## src/rtl/detector_jogada_debounce_if.sv

```systemverilog
// Player-button bus between the game datapath and the debounce stage.
// The invalida signal exists only when INVALID_DETECT_EN is defined.
interface detector_jogada_debounce_if #(
    parameter int N_BOTOES = 4
);
    logic                habilita;
    logic [N_BOTOES-1:0] botoes;
    logic [N_BOTOES-1:0] jogada;
    logic                tem_jogada;
    logic [2:0]          db_estado;
`ifdef INVALID_DETECT_EN
    logic                invalida;

    modport master (output habilita, botoes, input jogada, tem_jogada, db_estado, invalida);
    modport slave  (input habilita, botoes, output jogada, tem_jogada, db_estado, invalida);
`else
    modport master (output habilita, botoes, input jogada, tem_jogada, db_estado);
    modport slave  (input habilita, botoes, output jogada, tem_jogada, db_estado);
`endif
endinterface

```

## src/rtl/detector_jogada_debounce.sv

```systemverilog
// Synchronises and debounces raw buttons into one registered play code plus a one-cycle strobe.
// Optional INVALID_DETECT_EN rejects non-one-hot codes and pulses invalida instead.
module detector_jogada_debounce #(
    parameter int N_BOTOES        = 4,
    parameter int DEBOUNCE_CYCLES = 5,
    parameter int RELEASE_CYCLES  = 5
) (
    input logic                      clock,
    input logic                      reset,
    detector_jogada_debounce_if.slave bus
);
    localparam int CNT_MAX = (DEBOUNCE_CYCLES > RELEASE_CYCLES) ? DEBOUNCE_CYCLES : RELEASE_CYCLES;
    localparam int CNT_W   = $clog2(CNT_MAX) + 1;
    localparam logic [CNT_W-1:0]    CNT_ZERO = {CNT_W{1'b0}};
    localparam logic [CNT_W-1:0]    CNT_ONE  = CNT_W'(1);
    localparam logic [CNT_W-1:0]    CNT_SAT  = {CNT_W{1'b1}};
    localparam logic [CNT_W-1:0]    DEB_LAST = CNT_W'(DEBOUNCE_CYCLES - 1);
    localparam logic [CNT_W-1:0]    REL_LAST = CNT_W'(RELEASE_CYCLES - 1);
    localparam logic [N_BOTOES-1:0] B_ZERO   = {N_BOTOES{1'b0}};

    typedef enum logic [2:0] {
        OCIOSO      = 3'd0,
        FILTRA      = 3'd1,
        PRESSIONADO = 3'd2,
        SOLTA       = 3'd3
    } estado_t;

    estado_t             r_estado, w_estado;
    logic [N_BOTOES-1:0] r_sinc1, r_sinc2;
    logic [N_BOTOES-1:0] r_amostra, w_amostra;
    logic [N_BOTOES-1:0] r_jogada, w_jogada;
    logic [CNT_W-1:0]    r_cnt, w_cnt;
    logic                r_tem, w_tem;
`ifdef INVALID_DETECT_EN
    logic                r_invalida, w_invalida;

    function automatic logic um_quente(input logic [N_BOTOES-1:0] v);
        um_quente = (v != B_ZERO) && ((v & (v - N_BOTOES'(1))) == B_ZERO);
    endfunction
`endif

    function automatic logic [CNT_W-1:0] sat_inc(input logic [CNT_W-1:0] v);
        if (v == CNT_SAT) begin
            sat_inc = v;
        end else begin
            sat_inc = v + CNT_ONE;
        end
    endfunction

    // Two-flop synchroniser for the asynchronous button inputs
    always_ff @(posedge clock or posedge reset) begin
        if (reset) begin
            r_sinc1 <= B_ZERO;
            r_sinc2 <= B_ZERO;
        end else begin
            r_sinc1 <= bus.botoes;
            r_sinc2 <= r_sinc1;
        end
    end

    // FSM state, sample, counter and registered outputs
    always_ff @(posedge clock or posedge reset) begin
        if (reset) begin
            r_estado   <= OCIOSO;
            r_amostra  <= B_ZERO;
            r_jogada   <= B_ZERO;
            r_cnt      <= CNT_ZERO;
            r_tem      <= 1'b0;
`ifdef INVALID_DETECT_EN
            r_invalida <= 1'b0;
`endif
        end else begin
            r_estado   <= w_estado;
            r_amostra  <= w_amostra;
            r_jogada   <= w_jogada;
            r_cnt      <= w_cnt;
            r_tem      <= w_tem;
`ifdef INVALID_DETECT_EN
            r_invalida <= w_invalida;
`endif
        end
    end

    // Next-state logic; strobes default low so they last a single cycle
    always_comb begin
        w_estado  = r_estado;
        w_amostra = r_amostra;
        w_jogada  = r_jogada;
        w_cnt     = r_cnt;
        w_tem     = 1'b0;
`ifdef INVALID_DETECT_EN
        w_invalida = 1'b0;
`endif
        case (r_estado)
            OCIOSO: begin
                if (bus.habilita && (r_sinc2 != B_ZERO)) begin
                    w_amostra = r_sinc2;
                    w_cnt     = CNT_ZERO;
                    w_estado  = FILTRA;
                end else begin
                    w_estado  = OCIOSO;
                end
            end
            FILTRA: begin
                if (r_sinc2 != r_amostra) begin
                    w_estado = OCIOSO;
                end else if (r_cnt == DEB_LAST) begin
`ifdef INVALID_DETECT_EN
                    if (um_quente(r_amostra)) begin
                        w_jogada = r_amostra;
                        w_tem    = 1'b1;
                    end else begin
                        w_invalida = 1'b1;
                    end
`else
                    w_jogada = r_amostra;
                    w_tem    = 1'b1;
`endif
                    w_estado = PRESSIONADO;
                end else begin
                    w_cnt = sat_inc(r_cnt);
                end
            end
            PRESSIONADO: begin
                // Other nonzero codes while held are deliberately ignored
                if (r_sinc2 == B_ZERO) begin
                    w_cnt    = CNT_ZERO;
                    w_estado = SOLTA;
                end else begin
                    w_estado = PRESSIONADO;
                end
            end
            SOLTA: begin
                if (r_sinc2 != B_ZERO) begin
                    w_estado = PRESSIONADO;
                end else if (r_cnt == REL_LAST) begin
                    w_estado = OCIOSO;
                end else begin
                    w_cnt = sat_inc(r_cnt);
                end
            end
            default: begin
                w_estado = OCIOSO;
            end
        endcase
    end

    assign bus.jogada     = r_jogada;
    assign bus.tem_jogada = r_tem;
    assign bus.db_estado  = r_estado;
`ifdef INVALID_DETECT_EN
    assign bus.invalida   = r_invalida;
`endif
endmodule

```

## src/flat_wrapper.sv

```systemverilog
// flat-port wrapper written by rule: the top's interface ports become plain ports
module detector_jogada_debounce_flat 
#(
    parameter int N_BOTOES        = 4,
    parameter int DEBOUNCE_CYCLES = 5,
    parameter int RELEASE_CYCLES  = 5
)
  (clock, reset, bus_habilita, bus_botoes, bus_jogada, bus_tem_jogada, bus_db_estado);
  detector_jogada_debounce_if #(.N_BOTOES(N_BOTOES)) bus_i ();
  input logic clock;
  input logic reset;
  input wire logic [$bits(bus_i.habilita)-1:0] bus_habilita;
  input wire logic [$bits(bus_i.botoes)-1:0] bus_botoes;
  output wire logic [$bits(bus_i.jogada)-1:0] bus_jogada;
  output wire logic [$bits(bus_i.tem_jogada)-1:0] bus_tem_jogada;
  output wire logic [$bits(bus_i.db_estado)-1:0] bus_db_estado;
  assign bus_i.habilita = bus_habilita;
  assign bus_i.botoes = bus_botoes;
  assign bus_jogada = bus_i.jogada;
  assign bus_tem_jogada = bus_i.tem_jogada;
  assign bus_db_estado = bus_i.db_estado;
  detector_jogada_debounce #(.N_BOTOES(N_BOTOES), .DEBOUNCE_CYCLES(DEBOUNCE_CYCLES), .RELEASE_CYCLES(RELEASE_CYCLES)) u_core (.clock(clock), .reset(reset), .bus(bus_i));
endmodule
```

## config.mk

```make
export PLATFORM = sky130hd
export DESIGN_NAME = detector_jogada_debounce_flat
export DESIGN_NICKNAME = d
export VERILOG_FILES = /design/src/rtl/detector_jogada_debounce_if.sv /design/src/rtl/detector_jogada_debounce.sv /design/src/flat_wrapper.sv
export SDC_FILE = /design/constraint.sdc
export NUM_CORES = 1
export LEC_CHECK = 0
export CORE_UTILIZATION = 53
export DETAILED_ROUTE_END_ITERATION = 6
export PLACE_DENSITY = 0.77
export SETUP_SLACK_MARGIN = 0.1
export SLEW_MARGIN = 15
export SYNTH_ARGS = -nofsm -noshare
export SYNTH_HDL_FRONTEND = slang
export SYNTH_SLANG_ARGS = --single-unit
export TNS_END_PERCENT = 1
```

## constraint.sdc

```tcl
create_clock -name clock -period 2.2 [get_ports clock]
set_input_delay 0.44 -clock clock [delete_from_list [all_inputs] [get_ports clock]]
set_output_delay 0.44 -clock clock [all_outputs]
set_load 0.01 [all_outputs]
```

==> reports/summary.txt <==
Outcome: finished, final reports clean
Net switching power figure: 367 uW
Synth area leader: dfrtp_1
Die area: 2300 sq um
Startpoint class of the critical path: register
Power Dens Cells: 863 nW/um^2
CP Data Required Time: 2.45 ns
Post CTS Setup Buffer Count: 0
Reg2reg path depth: 7
Avg Cell Area, Syn: 12.7 sq um
Drt total wl: 1850 microns
Final setup TNS: 0 ns
WHS Endpoint: u_core.r_sinc2[0]$_DFF_PP0_
Source of the worst register-to-register timing path: u_core.bus.db_estado[1]$_DFFE_PP0P_
Number of global-route vias before repair: 671
Net Sw Frac: 32.8%
LEAKAGE: 0.000592 uW
Flip-flop and latch count after synthesis: 23
Final setup vio count: 0
DRT Pass-1 Iters: 4
Area Growth Syn to Fin: 16.0%
Largest net degree at the start of global routing: 24
Number of rows in the core area: 16
Synth top area share: 51.5%
RSZ-0062 raised after global routing: no
Worst r2r dst: u_core.r_cnt[2]$_DFFE_PP0P_
Power, Total: 1120 uW
Vias/cell: 5.53
TritonCTS buffer count: 3
Most frequent cells in the layout: dfrtp_1, clkdlybuf4s50_1, mux2_2
Initial Utilization: 56.4%
Die Height: 47.9 microns
Worst Setup Slack, final: 0.224 ns
Die Wd: 47.9 microns
GRT Residual Overflow: 0
Kind of critical path: register to register
Avg WL per Cell: 14.1 microns
Setup crit end kind: register
Hold path start: u_core.r_sinc1[0]$_DFF_PP0_
Clk sinks: 23
Period Utilization, post-route: 89.8%
Via Count: 724
Clk_skew: 0.00446 ns
Seq pwr share: 49.0%
Worst-path clk slew: 0.12 ns
Crit-path cells: inv_1, ha_1, o2111ai_1, o221ai_1, a211o_1, nor4b_1, a21o_1
Max Slew Vio Count: 0
Critical path data arrival time: 2.23 ns
Crit path largest cell delay: 0.44 ns
CTS root buf: clkbuf_4
H-tree levels: 1
Detail Placement HPWL: 1450 microns
Final Net Count: 119
RePlAce Congestion: 0.921
Maximum buffer depth of the clock tree: 2
Sequential-to-total area share from yosys stat: 51.5%
Detail Route Antenna Nets: 0
Clk pwr share: 16.6%
Comb pwr share: 34.4%
Fill count: 151
R2r setup slk: 0.22 ns
Synth area leaders: dfrtp_1, mux2_2, ha_1
Post_cts resized: 0
Final-report hold violation count: 0
Tightest Hold Check Type: register to register
Initial DRC Count: 13
Most common flop cell mapped by yosys: dfrtp_1
Core area: 1980 sq um
Fmax: 0.506 GHz
Number of synthesized flops with an enable pin: 0
Post-synth net total: 102
# diodes: 0
IO buf count: 13
Synth cell types: 34
Pre-CTS WS: 0.277 ns
Synth Cell Area: 1120 sq um
Io pins: 15
Fraction of layout cells with a size suffix above 1: 17.3%
CTS tree: yes
Worst vdd ir: 0.673 mV
Post-synthesis cell count: 88
Commonest non-fill, non-tap cell in the layout: dfrtp_1
Initial antenna violation count: 0
Hold Path Depth: 0
Post-CTS Hold Buffers: 0
First-pass GRT wire length: 2930 microns
Fin crit period: 1.98 ns
Max-cap viol count: 0
All-layer global routing usage: 18.9%
CP max FO: 6
Int Pwr: 753 uW
CP max stage cell: dfrtp_1
# DRC: 0
Yosys warning count: 0
Clock latency on the worst-skew pair: 0.30 ns
Ys async rst share: 100%
==> worst max-delay path by stage <==
stage,from,to,slack (ns),cells after the start
2_1_floorplan,u_core.bus.db_estado[1]$_DFFE_PP0P_,u_core.r_cnt[2]$_DFFE_PP0P_,0.35,7
3_3_place_gp,u_core.bus.db_estado[1]$_DFFE_PP0P_,u_core.r_cnt[2]$_DFFE_PP0P_,0.34,7
3_5_place_dp,u_core.bus.db_estado[1]$_DFFE_PP0P_,u_core.r_cnt[2]$_DFFE_PP0P_,0.28,7
4_1_cts,u_core.bus.db_estado[1]$_DFFE_PP0P_,u_core.r_cnt[2]$_DFFE_PP0P_,0.23,7
5_1_grt,u_core.bus.db_estado[1]$_DFFE_PP0P_,u_core.r_cnt[2]$_DFFE_PP0P_,0.12,7
6_report,u_core.bus.db_estado[1]$_DFFE_PP0P_,u_core.r_cnt[2]$_DFFE_PP0P_,0.22,7
==> power by group through the flow <==
stage                     logic, uW  registers (uW)  clock network (uW)
after floorplan                 296             549                   0
after global placement          370             552                   0
after detailed placement        380             558                   0
after CTS                       383             550                 191
after global routing            424             561                 210
final                           385             549                 186
==> registers in the layout, indices dropped and copies added, names as in the netlist <==
| name | flops |
|---|---|
| u_core.r_cnt | 4 |
| u_core.r_sinc2 | 4 |
| u_core.bus.db_estado | 2 |
| u_core.bus.tem_jogada | 1 |
| u_core.r_amostra | 4 |
| u_core.r_sinc1 | 4 |
| u_core.bus.jogada | 4 |
==> worst max-delay path, delay by kind of cell (launching register included) <==
kind / cells / cell delay, ns
AO/OA/AOI/OAI: 4 / 0.84
flip-flops: 1 / 0.44
AND/OR/NAND/NOR: 1 / 0.28
adder cells (fa/ha/maj): 1 / 0.27
buffers and inverters: 1 / 0.10
==> area by class of cell <==
class	count	area, sq um	area share, %
sequential	23	576	44.4
tap	27	33.8	2.60
inverter	6	22.5	1.74
clock buffer	4	26.3	2.03
multi-input combinational	57	502	38.7
timing repair buffer	14	138	10.6
==> metrics by stage <==
| step | cells | hold WS (ns) | cell area (sq um) | util [%] |
|---|---|---|---|---|
| 6_report | 131 | 0.362 | 1300 | 65.5 |
| 5_1_grt | 131 | 0.380 | 1300 | 65.5 |
| 4_1_cts | 131 | 0.362 | 1300 | 65.5 |
| 3_5_place_dp | 127 | 0.335 | 1270 | 64.1 |
| 3_3_place_gp | 127 | 0.332 | 1270 | 64.1 |
| 2_1_floorplan | 88 | 0.331 | 1120 | - |
==> layer usage <==
| layer | track usage (%) | share of wire (%) |
|---|---|---|
| met1 | 23.3 | 44 |
| met2 | 33.2 | 52 |
| met3 | 3.40 | 2.6 |
| met4 | 6.67 | 0.70 |
| met5 | 0 | 0 |
==> kinds of logic (layout without fill, tap and decap cells) <==
group,Yosys count,after routing,share of synthesized area [%]
other cells,1,1,0.335
compound gates,15,15,10.2
mux,12,12,12.2
fa+ha+maj,7,7,7.83
flops,23,23,51.5
xor+xnor,4,4,3.13
simple gates,18,18,11.2
buf+inv,8,24,3.69
==> cells in the mapped netlist (2+ instances only) <==
cell type,count
a21oi_1,3
a22o_1,2
and3_1,2
dfrtp_1,23
ha_1,7
inv_1,6
mux2_2,9
mux2i_1,2
nand3_1,2
nand4_1,2
nor2_1,4
xnor2_1,4
(Power assumes the default switching activity.)
